[src/rtl/ipsl_pcie_dma_pkg.sv]
// Shared TLP codes, completion status, FSM encoding and tkeep helper
// for the EP DMA completer path.
package ipsl_pcie_dma_pkg;

    localparam logic [2:0] FMT_3DW_NODATA = 3'b000;
    localparam logic [2:0] FMT_3DW_DATA   = 3'b010;
    localparam logic [4:0] TYPE_CPL       = 5'b01010;

    localparam logic [2:0] CPL_SC = 3'b000;
    localparam logic [2:0] CPL_UR = 3'b001;

    typedef enum logic [1:0] {
        ST_IDLE,
        ST_FETCH,
        ST_HDR,
        ST_DATA
    } cpld_state_e;

    // tkeep of the final beat, from the two LSBs of the DW length
    function automatic logic [3:0] last_keep(input logic [1:0] len_lsb);
        logic [1:0] r;
        r = len_lsb - 2'd1;
        unique case (r)
            2'd1:    return 4'b0001;
            2'd2:    return 4'b0011;
            2'd3:    return 4'b0111;
            default: return 4'b1111;
        endcase
    endfunction

endpackage

[src/rtl/ipsl_pcie_dma_cpld_tx_gen_if.sv]
// 128-bit AXIS bus from the completion generator to the PCIe core.
// master: tvld/tdata/tkeep/tlast out, trdy in; slave: the reverse.
interface ipsl_pcie_dma_cpld_tx_gen_if;
    import ipsl_pcie_dma_pkg::*;

    logic         tvld;
    logic         trdy;
    logic [127:0] tdata;
    logic [3:0]   tkeep;
    logic         tlast;

    modport master (output tvld, tdata, tkeep, tlast, input trdy);
    modport slave  (input tvld, tdata, tkeep, tlast, output trdy);

endinterface

[src/rtl/ipsl_pcie_dma_cpld_realign.sv]
// BAR0 line fetcher plus 2-line DW realigner for CplD payload.
// Ports: start/line/off/lines in; bar0 read port; out_vld/out_rdy/out_data.
module ipsl_pcie_dma_cpld_realign
    import ipsl_pcie_dma_pkg::*;
#(
    parameter int ADDR_WIDTH = 9
) (
    input  logic                  clk,
    input  logic                  rst,
    input  logic                  start,
    input  logic [ADDR_WIDTH-1:0] start_line,
    input  logic [1:0]            start_off,
    input  logic [7:0]            start_lines,
    output logic                  o_bar0_rd_clk_en,
    output logic [ADDR_WIDTH-1:0] o_bar0_rd_addr,
    input  logic [127:0]          i_bar0_rd_data,
    output logic                  out_vld,
    input  logic                  out_rdy,
    output logic [127:0]          out_data
);

    logic [7:0]            lines_left;
    logic [ADDR_WIDTH-1:0] rd_addr;
    logic [1:0]            off_q;
    logic                  pend;
    logic                  cur_vld;
    logic [127:0]          cur_q;
    logic [127:0]          prev_q;
    logic [127:0]          line;
    logic [255:0]          pair;
    logic                  cons;
    logic                  issue;

    // RAM data arriving this cycle is forwarded straight out, so a
    // steady stream needs no bubble; it is parked in cur_q on a stall.
    assign line    = pend ? i_bar0_rd_data : cur_q;
    assign out_vld = pend | cur_vld;
    assign cons    = out_vld & out_rdy;
    // A read is issued only when the current slot frees up this cycle.
    assign issue   = (lines_left != 8'd0) & (~out_vld | cons);

    assign o_bar0_rd_clk_en = issue;
    assign o_bar0_rd_addr   = rd_addr;

    // Beat n = DWs off+1 .. off+4 of {line n, line n-1}.
    assign pair = {line, prev_q};

    always_comb begin
        out_data = pair[255:128];
        unique case (off_q)
            2'd0: out_data = pair[159:32];
            2'd1: out_data = pair[191:64];
            2'd2: out_data = pair[223:96];
            2'd3: out_data = pair[255:128];
        endcase
    end

    always_ff @(posedge clk or posedge rst) begin
        if (rst) begin
            lines_left <= '0;
            rd_addr    <= '0;
            off_q      <= '0;
            pend       <= 1'b0;
            cur_vld    <= 1'b0;
            cur_q      <= '0;
            prev_q     <= '0;
        end else begin
            pend <= issue;
            if (start) begin
                lines_left <= start_lines;
                rd_addr    <= start_line;
                off_q      <= start_off;
                cur_vld    <= 1'b0;
            end else begin
                if (issue) begin
                    lines_left <= lines_left - 8'd1;
                    rd_addr    <= rd_addr + 1'b1;
                end
                if (cons) begin
                    prev_q  <= line;
                    cur_vld <= 1'b0;
                end else if (pend) begin
                    cur_q   <= i_bar0_rd_data;
                    cur_vld <= 1'b1;
                end
            end
        end
    end

endmodule

[src/rtl/ipsl_pcie_dma_cpld_tx_gen.sv]
// Completer TLP generator: one MRd in, one CplD (or UR Cpl) out on AXIS.
// Ports: cfg id, MRd request handshake, BAR0 read port, axis_slave bus.
module ipsl_pcie_dma_cpld_tx_gen
    import ipsl_pcie_dma_pkg::*;
#(
    parameter int ADDR_WIDTH = 9,
    parameter int MAX_CPL_DW = 32
) (
    input  logic                  clk,
    input  logic                  rst,
    input  logic [15:0]           i_cfg_cmplt_id,
    input  logic                  i_cpld_req_vld,
    output logic                  o_cpld_req_rdy,
    output logic                  o_cpld_tx_rdy,
    input  logic [2:0]            i_mrd_tc,
    input  logic [2:0]            i_mrd_attr,
    input  logic [9:0]            i_mrd_length,
    input  logic [15:0]           i_mrd_id,
    input  logic [7:0]            i_mrd_tag,
    input  logic [63:0]           i_mrd_addr,
    output logic                  o_bar0_rd_clk_en,
    output logic [ADDR_WIDTH-1:0] o_bar0_rd_addr,
    input  logic [127:0]          i_bar0_rd_data,
    ipsl_pcie_dma_cpld_tx_gen_if.master axis_slave
);

    cpld_state_e  state;
    logic [2:0]   tc_q;
    logic [2:0]   attr_q;
    logic [9:0]   len_q;
    logic [15:0]  rid_q;
    logic [7:0]   tag_q;
    logic [15:0]  cid_q;
    logic [4:0]   la_q;
    logic         ur_q;
    logic [7:0]   beats_q;

    logic         req_fire;
    logic         ur;
    logic [7:0]   nbeats;
    logic         active;
    logic         is_last;
    logic         beat_fire;
    logic         line_vld;
    logic         line_rdy;
    logic [127:0] line_data;
    logic [31:0]  dw0;
    logic [31:0]  dw1;
    logic [31:0]  dw2;
    logic [127:0] tdata;
    logic         unused_addr;

    assign unused_addr = ^{i_mrd_addr[63:ADDR_WIDTH+4], i_mrd_addr[1:0]};

    assign req_fire = i_cpld_req_vld & o_cpld_req_rdy;
    assign ur       = (i_mrd_length == 10'd0)
                    | (i_mrd_length > 10'(MAX_CPL_DW));
    // 1 + ceil((len-1)/4); only evaluated for len <= 64
    assign nbeats   = 8'd1 + ((8'(i_mrd_length[6:0]) + 8'd2) >> 2);

    ipsl_pcie_dma_cpld_realign #(
        .ADDR_WIDTH (ADDR_WIDTH)
    ) u_realign (
        .clk              (clk),
        .rst              (rst),
        .start            (req_fire & ~ur),
        .start_line       (i_mrd_addr[ADDR_WIDTH+3:4]),
        .start_off        (i_mrd_addr[3:2]),
        .start_lines      (nbeats),
        .o_bar0_rd_clk_en (o_bar0_rd_clk_en),
        .o_bar0_rd_addr   (o_bar0_rd_addr),
        .i_bar0_rd_data   (i_bar0_rd_data),
        .out_vld          (line_vld),
        .out_rdy          (line_rdy),
        .out_data         (line_data)
    );

    always_ff @(posedge clk or posedge rst) begin
        if (rst) begin
            state   <= ST_IDLE;
            tc_q    <= '0;
            attr_q  <= '0;
            len_q   <= '0;
            rid_q   <= '0;
            tag_q   <= '0;
            cid_q   <= '0;
            la_q    <= '0;
            ur_q    <= 1'b0;
            beats_q <= '0;
        end else begin
            unique case (state)
                ST_IDLE: begin
                    if (req_fire) begin
                        tc_q    <= i_mrd_tc;
                        attr_q  <= i_mrd_attr;
                        len_q   <= i_mrd_length;
                        rid_q   <= i_mrd_id;
                        tag_q   <= i_mrd_tag;
                        cid_q   <= i_cfg_cmplt_id;
                        la_q    <= i_mrd_addr[6:2];
                        ur_q    <= ur;
                        beats_q <= ur ? 8'd1 : nbeats;
                        state   <= ur ? ST_HDR : ST_FETCH;
                    end
                end
                ST_FETCH: state <= ST_HDR;
                ST_HDR, ST_DATA: begin
                    if (beat_fire) begin
                        beats_q <= beats_q - 8'd1;
                        state   <= is_last ? ST_IDLE : ST_DATA;
                    end
                end
                default: state <= ST_IDLE;
            endcase
        end
    end

    assign o_cpld_req_rdy = (state == ST_IDLE);
    assign o_cpld_tx_rdy  = (state == ST_IDLE);

    assign active    = (state == ST_HDR) | (state == ST_DATA);
    assign is_last   = (beats_q == 8'd1);
    assign line_rdy  = active & ~ur_q & axis_slave.trdy;
    assign beat_fire = axis_slave.tvld & axis_slave.trdy;

    assign dw0 = {ur_q ? FMT_3DW_NODATA : FMT_3DW_DATA, TYPE_CPL,
                  1'b0, tc_q, 1'b0, attr_q[2], 4'b0000,
                  attr_q[1:0], 2'b00, ur_q ? 10'd0 : len_q};
    assign dw1 = {cid_q, ur_q ? CPL_UR : CPL_SC, 1'b0,
                  ur_q ? 12'd4 : {len_q, 2'b00}};
    assign dw2 = {rid_q, tag_q, 1'b0, la_q, 2'b00};

    always_comb begin
        tdata = '0;
        if (state == ST_HDR)
            tdata = {ur_q ? 32'd0 : line_data[127:96], dw2, dw1, dw0};
        else if (state == ST_DATA)
            tdata = line_data;
    end

    assign axis_slave.tvld  = active & (ur_q | line_vld);
    assign axis_slave.tdata = tdata;
    assign axis_slave.tlast = active & is_last;
    assign axis_slave.tkeep = !active ? 4'b0000 :
                              ur_q    ? 4'b0111 :
                              is_last ? last_keep(len_q[1:0]) : 4'b1111;

endmodule

[src/flat_wrapper.sv]
// flat-port wrapper written by rule: the top's interface ports become plain ports
module ipsl_pcie_dma_cpld_tx_gen_flat import ipsl_pcie_dma_pkg::*;
#(
    parameter int ADDR_WIDTH = 9,
    parameter int MAX_CPL_DW = 32
)
  (clk, rst, i_cfg_cmplt_id, i_cpld_req_vld, o_cpld_req_rdy, o_cpld_tx_rdy, i_mrd_tc, i_mrd_attr, i_mrd_length, i_mrd_id, i_mrd_tag, i_mrd_addr, o_bar0_rd_clk_en, o_bar0_rd_addr, i_bar0_rd_data, axis_slave_tvld, axis_slave_tdata, axis_slave_tkeep, axis_slave_tlast, axis_slave_trdy);
  ipsl_pcie_dma_cpld_tx_gen_if axis_slave_i ();
  input  logic clk;
  input  logic rst;
  input  logic [15:0] i_cfg_cmplt_id;
  input  logic i_cpld_req_vld;
  output logic o_cpld_req_rdy;
  output logic o_cpld_tx_rdy;
  input  logic [2:0] i_mrd_tc;
  input  logic [2:0] i_mrd_attr;
  input  logic [9:0] i_mrd_length;
  input  logic [15:0] i_mrd_id;
  input  logic [7:0] i_mrd_tag;
  input  logic [63:0] i_mrd_addr;
  output logic o_bar0_rd_clk_en;
  output logic [ADDR_WIDTH-1:0] o_bar0_rd_addr;
  input  logic [127:0] i_bar0_rd_data;
  output wire logic [$bits(axis_slave_i.tvld)-1:0] axis_slave_tvld;
  output wire logic [$bits(axis_slave_i.tdata)-1:0] axis_slave_tdata;
  output wire logic [$bits(axis_slave_i.tkeep)-1:0] axis_slave_tkeep;
  output wire logic [$bits(axis_slave_i.tlast)-1:0] axis_slave_tlast;
  input wire logic [$bits(axis_slave_i.trdy)-1:0] axis_slave_trdy;
  assign axis_slave_tvld = axis_slave_i.tvld;
  assign axis_slave_tdata = axis_slave_i.tdata;
  assign axis_slave_tkeep = axis_slave_i.tkeep;
  assign axis_slave_tlast = axis_slave_i.tlast;
  assign axis_slave_i.trdy = axis_slave_trdy;
  ipsl_pcie_dma_cpld_tx_gen #(.ADDR_WIDTH(ADDR_WIDTH), .MAX_CPL_DW(MAX_CPL_DW)) u_core (.clk(clk), .rst(rst), .i_cfg_cmplt_id(i_cfg_cmplt_id), .i_cpld_req_vld(i_cpld_req_vld), .o_cpld_req_rdy(o_cpld_req_rdy), .o_cpld_tx_rdy(o_cpld_tx_rdy), .i_mrd_tc(i_mrd_tc), .i_mrd_attr(i_mrd_attr), .i_mrd_length(i_mrd_length), .i_mrd_id(i_mrd_id), .i_mrd_tag(i_mrd_tag), .i_mrd_addr(i_mrd_addr), .o_bar0_rd_clk_en(o_bar0_rd_clk_en), .o_bar0_rd_addr(o_bar0_rd_addr), .i_bar0_rd_data(i_bar0_rd_data), .axis_slave(axis_slave_i));
endmodule
[config.mk]
export PLATFORM = sky130hd
export DESIGN_NAME = ipsl_pcie_dma_cpld_tx_gen_flat
export DESIGN_NICKNAME = d
export VERILOG_FILES = /design/src/rtl/ipsl_pcie_dma_pkg.sv /design/src/rtl/ipsl_pcie_dma_cpld_tx_gen_if.sv /design/src/rtl/ipsl_pcie_dma_cpld_realign.sv /design/src/rtl/ipsl_pcie_dma_cpld_tx_gen.sv /design/src/flat_wrapper.sv
export SDC_FILE = /design/constraint.sdc
export NUM_CORES = 1
export LEC_CHECK = 0
export ABC_AREA = 1
export BUFFER_PORTS_ARGS = -buffer_cell sky130_fd_sc_hd__buf_4
export CORE_MARGIN = 2
export CORE_UTILIZATION = 25
export DETAILED_ROUTE_END_ITERATION = 16
export SLEW_MARGIN = 20
export SYNTH_ARGS = -nofsm -noshare
export SYNTH_HDL_FRONTEND = slang
export SYNTH_SLANG_ARGS = --single-unit
[constraint.sdc]
create_clock -name clk -period 12.7 [get_ports clk]
set_input_delay 1.905 -clock clk [delete_from_list [all_inputs] [get_ports clk]]
set_output_delay 1.905 -clock clk [all_outputs]
set_load 0.02 [all_outputs]
==> metrics.txt, run 1 <==
io pins=398; Critical Path RT=10.80 ns; CP Launch Type=register; detailed-placement wirelength estimate=54900 µm; I/O Buffers=344; syn nets=2842; cell area power density=115 nW/µm²; CP Class=reg -> out; CTS tree=built; CP arrival=4.50 ns; cell-internal power=1.89 mW; final antenna-violating net count=0; Met3 Wirelength=4550 µm; Synth Area in Adders=0.476%; largest family of logic cells by synthesized area=compound AO/OA/AOI/OAI gates; period utilization=50.5%; Initial Util=25.2%; number of synthesized flops with an enable pin=0; flops & latches, synth=317; H-tree depth=2; setup bufs post-CTS=0; Post-synth top flop=dfrtp_1; crit-path max cell delay=0.68 ns; Die Y=275 µm; maximum buffer depth of the clock tree=3; Layout Skew=0.0254 ns; Synth area leader=dfrtp_1; Max Used Layer=met4; number of global-route vias before repair=17300; Leak=11.4 nW; Post-Synth XOR/XNOR Area=0.476%; Synth Instances=2583; Worst path top cell family by delay=buffers and inverters; first-pass GRT wire length=112000 µm; synth cell count leaders=818 x nand2_1, 379 x o21ai_0, 317 x dfrtp_1, 313 x inv_1, 127 x o21ai_1; clock group share of total power=45.1%; placed cell areas=21700 µm²; cts hold-fix bufs=0; full die area=75700 µm²; Synth area leaders=dfrtp_1 43%, nand2_1 17%, o21ai_0 10%; Avg Inst Size Synth=7.12 µm²; top-area cell type share of the netlist area=43.1%; gpl congestion=0.899; Slew HR=32.8%; Final min period=6.41 ns; TNS Setup=0 ns; Net Sw Power=0.755 mW; Via density=4.79; nets=3110; Yosys cell types=36; WL/cell=19.9 µm; Metal-1 WL=28900 µm; Clk pin slew, worst setup/hold paths=0.06 ns; combinational fraction of design power=14.8%; Post-Syn Area=18400 µm²; Post-CTS Resized=0; Total Wirelength=76500 µm; Syn-to-layout area delta=25.2%; sequential-to-total area share from yosys stat=43.1%; cell with the most instances after synthesis=nand2_1; Inserted Clock Buffers=41; Detailed Routing Iterations Pass 1=5; Total GRT Usage=19.8%; switching share of power=28.6%; status=finished clean; worst-path fanout max=67; most frequent cell on the critical path=buf_4; Finished Cell Area=23000 µm²; grt total ovfl=0; worst slew pin tran=1.01 ns; Worst path slowest cell=inv_2; WP buf/inv=5; die width=275 µm; cells along the critical path=inv_2, nand2_1, buf_4, inv_2, buf_4, nand2_1, o211ai_1, o21ai_0, o21ai_0, buf_4; Synth warnings=0; maximum number of pins on one net before global-route repair=196; share of layout cells above drive strength 1=17.5%; Max-Cap Viols=0; Hold Fails Final Rpt=0; core box area=72800 µm²; clock root buffer=clkbuf_16; antenna violations before repair=3; Residual DRC=0; RSZ-0062 raised after global routing=false; clk sinks=317; Setup Viol. Count Final=0; Max Slew Vio Count=0; site row count=99; Starting DRT DRC Count=1595; Hold WC Path Type=reg -> reg; Seq pwr share=40.1%; CP endpoint kind=output port; post-synthesis mux area share=0.796%; via count=18400; Max Clk Rate=156 MHz; Met2 Routed Length=39100 µm; clock latency on the worst-skew pair=0.58 ns; Synth Area in Compound Gates=21.7%; async set or reset register ratio after synthesis=100%; worst vdd ir=74.9 µV; Post-Synth Simple-Gate Area=21.5%
==> through the flow <==
step,std cells,power (mW),setup slack (ns),hold WS (ns),util (%)
after global placement,3767,1.47,6.97,0.464,29.7
after floorplan,2583,1.27,2.02,0.449,-
after detailed placement,3767,1.48,6.95,0.465,29.7
after global routing,3841,2.75,6.11,0.508,31.6
final,3842,2.64,6.29,0.475,31.6
after CTS,3838,2.68,6.30,0.481,31.6
==> logic make-up (layout without fill, tap and decap cells) <==
group / after synthesis / count (layout)
flip-flops: 317 / 317
adder cells (fa/ha/maj): 7 / 7
AND/OR/NAND/NOR: 997 / 997
other: 0 / 4
multiplexers: 13 / 13
buffers and inverters: 497 / 793
XOR/XNOR: 10 / 10
AO/OA/AOI/OAI: 742 / 742
==> sequential cells by signal (all words and copies together), names as in the netlist <==
| name | cells |
|---|---|
| u_core.u_realign.prev_q | 96 |
| u_core.tag_q | 8 |
| u_core.len_q | 10 |
| u_core.ur_q | 1 |
| u_core.attr_q | 3 |
| u_core.state | 2 |
| u_core.u_realign.cur_q | 128 |
| u_core.u_realign.pend | 1 |
| u_core.u_realign.lines_left | 8 |
| u_core.rid_q | 16 |
| u_core.cid_q | 16 |
| u_core.u_realign.off_q | 2 |
| u_core.u_realign.o_bar0_rd_addr | 9 |
| u_core.la_q | 5 |
| u_core.beats_q | 8 |
| u_core.u_realign.cur_vld | 1 |
| u_core.tc_q | 3 |
==> power by group through the flow <==
| stage | combinational [mW] | clock, mW | sequential, mW |
|---|---|---|---|
| 6_report | 0.393 | 1.19 | 1.06 |
| 5_1_grt | 0.433 | 1.26 | 1.06 |
| 4_1_cts | 0.400 | 1.22 | 1.06 |
| 3_5_place_dp | 0.398 | 0 | 1.08 |
| 3_3_place_gp | 0.396 | 0 | 1.08 |
| 2_1_floorplan | 0.199 | 0 | 1.07 |
==> path summary, 6_finish.rpt <==
check	from	to	slack [ns]	depth (start not counted)
max	u_core.u_realign.off_q[1]	axis_slave_tdata[87]	6.29	10
min	u_core.attr_q[1]	u_core.attr_q[1]	0.48	2
max reg2reg	u_core.state[1]	u_core.u_realign.cur_q[82]	8.34	9
min reg2reg	u_core.attr_q[1]	u_core.attr_q[1]	0.48	2
max in group asynchronous	rst	u_core.u_realign.pend	9.70	3
min in group asynchronous	rst	u_core.rid_q[8]	1.48	2
==> layout by cell type, fill, tap and decap left out, types with 2 or more instances in the layout <==
| master | instances |
|---|---|
| nor2_4 | 4 |
| buf_4 | 398 |
| o2111ai_1 | 6 |
| clkbuf_16 | 42 |
| xor2_1 | 7 |
| nor2_1 | 70 |
| diode_2 | 4 |
| buf_12 | 2 |
| a22oi_1 | 16 |
| clkbuf_8 | 9 |
| nand2_2 | 3 |
| bufinv_16 | 2 |
| nand3_1 | 84 |
| nor2_8 | 2 |
| a21oi_1 | 85 |
| o21bai_1 | 3 |
| o211ai_1 | 10 |
| clkinv_2 | 11 |
| a31oi_1 | 51 |
| or2_0 | 4 |
| inv_1 | 311 |
| dfrtp_1 | 316 |
| ha_1 | 7 |
| o21ai_1 | 127 |
| mux2_2 | 13 |
| nor3_1 | 4 |
| nand4_1 | 6 |
| clkbuf_1 | 4 |
| o221ai_1 | 14 |
| inv_2 | 8 |
| nand2_1 | 817 |
| o22ai_1 | 49 |
| xnor2_1 | 3 |
| o21ai_0 | 379 |
==> per-layer routing <==
metal	GRT usage [%]	vias to the layer above
met5	0	-
met4	9.97	0
met3	3.18	125
met2	35.3	622
met1	22.9	8732
li1	-	8905
==> cell type report <==
cell class | count | area (µm²)
fillers | 7881 | 49800
multi-input cells | 1769 | 8280
flip-flops and latches | 317 | 7940
repair buffers | 400 | 3030
inverters | 322 | 1220
well taps | 959 | 1200
clock buffers | 55 | 1190
clock inverters | 16 | 163
diodes | 4 | 10.0
==> worst min-delay path, delay by kind of cell (launching register included) <==
family,cells,cell delay (ns)
simple gates,2,0.10
flops,1,0.34
No activity file was read; power rests on OpenSTA's default activity.
==> run 2, diff against run 1 <==
clock period = 5.5 ns   (was 12.7 ns; I/O delays follow)
==> run 2 against run 1 <==
  * Critical path depth is the same
  * Non-clock buffer count grew 16
  * Cell area grew 0.79%
  * Sequential share of layout area shrank 0.27 points
  * Routed wire length grew 0.44%
  * Final cell count grew 0.29%
  * First-iteration DRC count shrank 4.5%
  * Die area is the same
  * Clock-buffer cell count grew 4
  * Sequential cell count is the same
  * Critical path type unchanged
  * Largest power group unchanged
==> metrics.txt, run 2 (same netlist as run 1, synthesis figures left out) <==
share of layout cells above drive strength 1=17.7% (+0.23 points); Inserted Clock Buffers=40 (-2.4%); clock latency on the worst-skew pair=0.60 ns (+0.02 ns); Clk pin slew, worst setup/hold paths=0.06 ns (about the same); Residual DRC=0 (unchanged); CTS tree=built; nets=3125 (+0.48%); via count=18300 (-0.30%); Seq pwr share=40.3% (+0.2 points); antenna violations before repair=1 (-2); CP Launch Type=register; maximum buffer depth of the clock tree=3 (unchanged); Largest regs=u_core.u_realign.cur_q x128, u_core.u_realign.prev_q x96; placed cells=3783 (+0.42%); combinational fraction of design power=14.9% (about the same); largest reg by FF count=u_core.u_realign.cur_q; CP endpoint kind=output port; Tot Pwr=6.07 mW (+130%); setup bufs post-CTS=0 (unchanged); CP arrival=3.57 ns (-0.93 ns); Worst path slowest cell=inv_2; CP Class=reg -> out; die width=275 µm (unchanged); cts hold-fix bufs=0 (unchanged); Syn-to-layout area delta=26.2%; Worst path top cell family by delay=buffers and inverters; Hold WC Path Type=in -> async; detailed-placement wirelength estimate=55600 µm (+1.3%); crit-path max cell delay=0.58 ns (-0.10 ns); full die area=75700 µm² (unchanged); Post-CTS Resized=0 (unchanged); most common cell after layout, fill and taps aside=nand2_1; status=finished clean; io pins=398 (unchanged); period utilization=79.9%; first-pass GRT wire length=113000 µm (+0.62%); worst slew pin tran=0.970 ns (-0.0389 ns); Total GRT Usage=19.9% (+0.096 points); Total Wirelength=76900 µm (+0.44%); Hold Fails Final Rpt=0 (unchanged); H-tree depth=2 (unchanged); gpl congestion=0.898 (-0.16%); cells along the critical path=inv_2, buf_4, nand2_1, inv_2, buf_4, nand2_1, o211ai_1, a21oi_1, o22ai_1, buf_4; Max Slew Vio Count=0 (unchanged); WL/cell=20.0 µm (+0.15%); max reg flops=128 (unchanged); number of global-route vias before repair=17500 (+0.91%); final antenna-violating net count=0 (unchanged); site row count=99 (unchanged); Setup Viol. Count Final=0 (unchanged); Initial Util=25.2% (unchanged); final hold slack=0.388 ns (-0.0870 ns); I/O Buffers=344 (unchanged); Via density=4.76 (-0.58%); cell-internal power=4.34 mW (+130%); core box area=72800 µm² (unchanged); worst-path fanout max=45 (-33%); most frequent cells in the layout=817 x nand2_1, 407 x buf_4, 379 x o21ai_0, 316 x dfrtp_1, 311 x inv_1; clock root buffer=clkbuf_16; Layout Skew=0.0464 ns (+0.0211 ns); RSZ-0062 raised after global routing=false; Final min period=4.39 ns; Die Y=275 µm (unchanged); switching share of power=28.5% (-0.034 points); clock group share of total power=44.8% (-0.3 points); grt total ovfl=0 (unchanged); Leak=11.5 nW (+0.75%); Max Clk Rate=228 MHz; worst vdd ir=203 µV (+170%); TNS Setup=0 ns (unchanged); Net Sw Power=1.73 mW (+130%); maximum number of pins on one net before global-route repair=167 (-15%); Detailed Routing Iterations Pass 1=5 (unchanged); most frequent cell on the critical path=buf_4; Layout Cells excl Fill=3853 (+0.29%); clk sinks=317 (unchanged); Starting DRT DRC Count=1523 (-4.5%); Slew HR=35.3% (+2.6 points); Max-Cap Viols=0 (unchanged); Critical Path RT=4.68 ns (-6.12 ns); cell area power density=262 nW/µm² (+130%); filler cell count=7871 (-0.13%); WP buf/inv=5 (unchanged)
[run 2: cell types whose count changed in the layout (fill, tap and decap cells not counted), sizes merged]
| cell | change |
|---|---|
| clkinv | -7 |
| buf | +16 |
| diode | -2 |
| clkbuf | +4 |
[run 2: area by class of cell]
type	count	area [µm²]	area share, %
diodes	2	5.00	0.0216
clock buffers	59	1180	5.10
clock inverters	9	153	0.658
inverters	322	1210	5.23
multi-input cells	1769	8280	35.7
flip-flops and latches	317	7940	34.2
well taps	959	1200	5.17
repair buffers	416	3240	13.9
[run 2: power groups by stage]
stage	Clock [mW]	Sequential, mW	Combinational [mW]
after floorplan	0	2.48	0.460
after global placement	0	2.49	0.914
after detailed placement	0	2.49	0.921
after CTS	2.79	2.45	0.926
after global routing	2.88	2.45	0.999
final	2.72	2.45	0.908
[run 2: metal layers]
layer / up-vias / part of all wire, % / GRT usage [%]
met1: 8700 / 38 / 23.1
li1: 8930 / - / -
met2: 585 / 52 / 36.3
met5: - / 0 / 0
met3: 114 / 5.9 / 3.33
met4: 0 / 4.3 / 8.02
[run 2: worst paths after layout]
kind                                                start  depth (start not counted)  slack (ns)                           to
worst max-delay path            u_core.u_realign.off_q[1]                         10        1.11          axis_slave_tdata[2]
worst min-delay path                                  rst                          2        0.39  u_core.u_realign.prev_q[54]
worst max register to register            u_core.state[1]                          7        2.41  u_core.u_realign.cur_q[104]
worst min register to register           u_core.cid_q[15]                          2        0.48             u_core.cid_q[15]
max in group asynchronous                             rst                          3        3.81   u_core.u_realign.cur_q[33]
min in group clk                              i_mrd_tc[2]                          3        0.45               u_core.tc_q[2]
[run 2: metrics by stage]
step / setup slack (ns) / util, % / area (µm²)
detailed placement: 1.75 / 30.0 / 21900
global route: 0.902 / 31.9 / 23200
global placement: 1.77 / 30.0 / 21900
floorplan: 0.450 / - / 18400
finish: 1.11 / 31.9 / 23200
CTS: 1.11 / 31.9 / 23200
==> run 3, diff against run 2 <==
clock period = 4.2 ns   (was 5.5 ns; I/O delays follow)
==> run 3 against run 2 <==
  * Clock-buffer cell count unchanged
  * Worst hold slack got worse by 0.20 ns
  * First-iteration DRC count increased by 7.0%
  * Register-to-register slack got worse by 1.1 ns
  * Final cell count rose by 0.39%
  * Worst setup slack got worse by 0.79 ns
  * Sequential power is 31% higher
  * Clock skew barely moved
  * Critical path type unchanged
  * Critical endpoint is now axis_slave_tdata[33]
==> metrics.txt, run 3 (same netlist as run 1, synthesis figures left out) <==
status=finished clean; detailed-placement wirelength estimate=56600 µm (+1.7%); maximum number of pins on one net before global-route repair=149 (-11%); cts hold-fix bufs=0 (unchanged); Worst path slowest cell=dfrtp_4; R2R cell count=8 (+1); number of cells on the critical path=6 (-4); cell area power density=342 nW/µm² (+31%); Max Slew Vio Count=0 (unchanged); share of layout cells above drive strength 1=18.2% (+0.43 points); GR met1 Demand/Resource=22.1% (-0.96 points); full die area=75700 µm² (unchanged); io pins=398 (unchanged); Critical Path RT=3.57 ns (-1.11 ns); Seq pwr share=40.1% (-0.2 points); CP Class=reg -> out; most common cell after layout, fill and taps aside=nand2_1; core box area=72800 µm² (unchanged); gr busiest metal=met2; Inserted Clock Buffers=40 (unchanged); combinational fraction of design power=15.0% (about the same); clock root buffer=clkbuf_16; Layout Cells excl Fill=3868 (+0.39%); cell-internal power=5.72 mW (+32%); first-pass GRT wire length=113000 µm (+0.38%); CTS tree=built; WL/cell=19.9 µm (-0.17%); switching share of power=28.5% (about the same); antenna violations before repair=3 (+2); Total Wirelength=77000 µm (+0.21%); M2 GR Usage=37.6% (+1.4 points); Hold Fails Final Rpt=0 (unchanged); CP endpoint kind=output port; Detailed Routing Iterations Pass 1=5 (unchanged); placed cells=3793 (+0.26%); largest reg by FF count=u_core.u_realign.cur_q; worst slew pin tran=1.04 ns (+0.0693 ns); Place WS=0.904 ns (-0.850 ns); Layout Skew=0.0463 ns (-0.000127 ns); Via density=4.77 (+0.18%); site row count=99 (unchanged); met3 usage=3.60% (+0.28 points); CP arrival=3.25 ns (-0.32 ns); cells along the critical path=buf_12, buf_4, o21ai_0, o21ai_0, a21oi_1, buf_4; Max Clk Rate=258 MHz; Net Sw Power=2.28 mW (+32%); final antenna-violating net count=0 (unchanged); Hold WC Path Type=in -> async; Final Util=32.1% (+0.20 points); crit-path max cell delay=0.69 ns (+0.11 ns); Starting DRT DRC Count=1629 (+7.0%); I/O Buffers=344 (unchanged); RSZ-0062 raised after global routing=false; die width=275 µm (unchanged); Largest regs=u_core.u_realign.cur_q x128, u_core.u_realign.prev_q x96; Slew HR=30.0% (-5.4 points); via count=18400 (+0.57%); clock latency on the worst-skew pair=0.60 ns (about the same); CP startpoint=u_core.u_realign.pend; Worst R2R Start=u_core.state[0]; worst-path fanout max=53 (+18%); clock group share of total power=44.9% (about the same); Die Y=275 µm (unchanged); WP buf/inv=3 (-2); gpl congestion=0.851 (-5.1%); Worst path top cell family by delay=compound AO/OA/AOI/OAI gates; H-tree depth=2 (unchanged); filler cell count=7910 (+0.50%); Clk pin slew, worst setup/hold paths=0.06 ns (about the same); grt total ovfl=0 (unchanged); Setup WS post-layout=0.317 ns (-0.791 ns); Syn-to-layout area delta=27.0%; clk sinks=317 (unchanged); Max-Cap Viols=0 (unchanged); Setup Viol. Count Final=0 (unchanged); Residual DRC=0 (unchanged); Final min period=3.88 ns; CP Launch Type=register; Post-CTS Resized=0 (unchanged); Total GRT Usage=20.0% (+0.049 points); max reg flops=128 (unchanged); setup bufs post-CTS=0 (unchanged); most frequent cells in the layout=817 x nand2_1, 414 x buf_4, 379 x o21ai_0, 316 x dfrtp_1, 311 x inv_1; worst vdd ir=275 µV (+36%); nets=3135 (+0.32%); maximum buffer depth of the clock tree=3 (unchanged); period utilization=92.5%; number of global-route vias before repair=17900 (+2.1%); Leak=11.6 nW (+0.69%); Initial Util=25.2% (unchanged)
## run 3: cell types whose count changed in the layout (fill, tap and decap cells not counted), sizes merged
cell      previous run  this run
buf                416       426
inv                321       320
clkinv               7        10
clkinvlp             1         3
diode                2         3
## run 3: layout make-up
class	count	area, µm²	share of cell area [%]
flip-flops and latches	317	7940	34.0
clock buffers	59	1190	5.11
clock inverters	13	174	0.745
multi-input cells	1769	8280	35.5
inverters	322	1210	5.20
diodes	3	7.51	0.0321
repair buffers	426	3350	14.3
well taps	959	1200	5.14
## run 3: worst paths after layout
check / to / slack [ns]
worst max-delay path: axis_slave_tdata[33] / 0.32
worst min-delay path: u_core.u_realign.prev_q[123] / 0.19
worst max register to register: u_core.u_realign.lines_left[1] / 1.35
worst min register to register: u_core.tc_q[2] / 0.48
max in group asynchronous: u_core.u_realign.cur_q[91] / 2.95
min in group clk: u_core.tc_q[2] / 0.26
## run 3: power groups by stage
stage / Sequential (mW) / Combinational (mW) / Clock, mW
2_1_floorplan: 3.25 / 0.603 / 0
3_3_place_gp: 3.26 / 1.21 / 0
5_1_grt: 3.21 / 1.32 / 3.80
4_1_cts: 3.20 / 1.22 / 3.68
6_report: 3.21 / 1.20 / 3.59
3_5_place_dp: 3.26 / 1.22 / 0
## run 3: stage by stage
| stage | hold slack [ns] | area (µm²) | setup TNS, ns | power, mW |
|---|---|---|---|---|
| 2_1_floorplan | 0.449 | 18400 | -207.58 | 3.85 |
| 3_3_place_gp | 0.463 | 22000 | 0 | 4.47 |
| 3_5_place_dp | 0.466 | 22000 | 0 | 4.48 |
| 4_1_cts | 0.170 | 23300 | 0 | 8.11 |
| 5_1_grt | 0.198 | 23400 | 0 | 8.33 |
| 6_report | 0.189 | 23400 | 0 | 8.00 |
## run 3: routing by layer
layer	part of all wire [%]	vias up
met5	0	-
met4	3.9	0
met3	5.6	109
met2	53	547
met1	37	8808
li1	-	8970
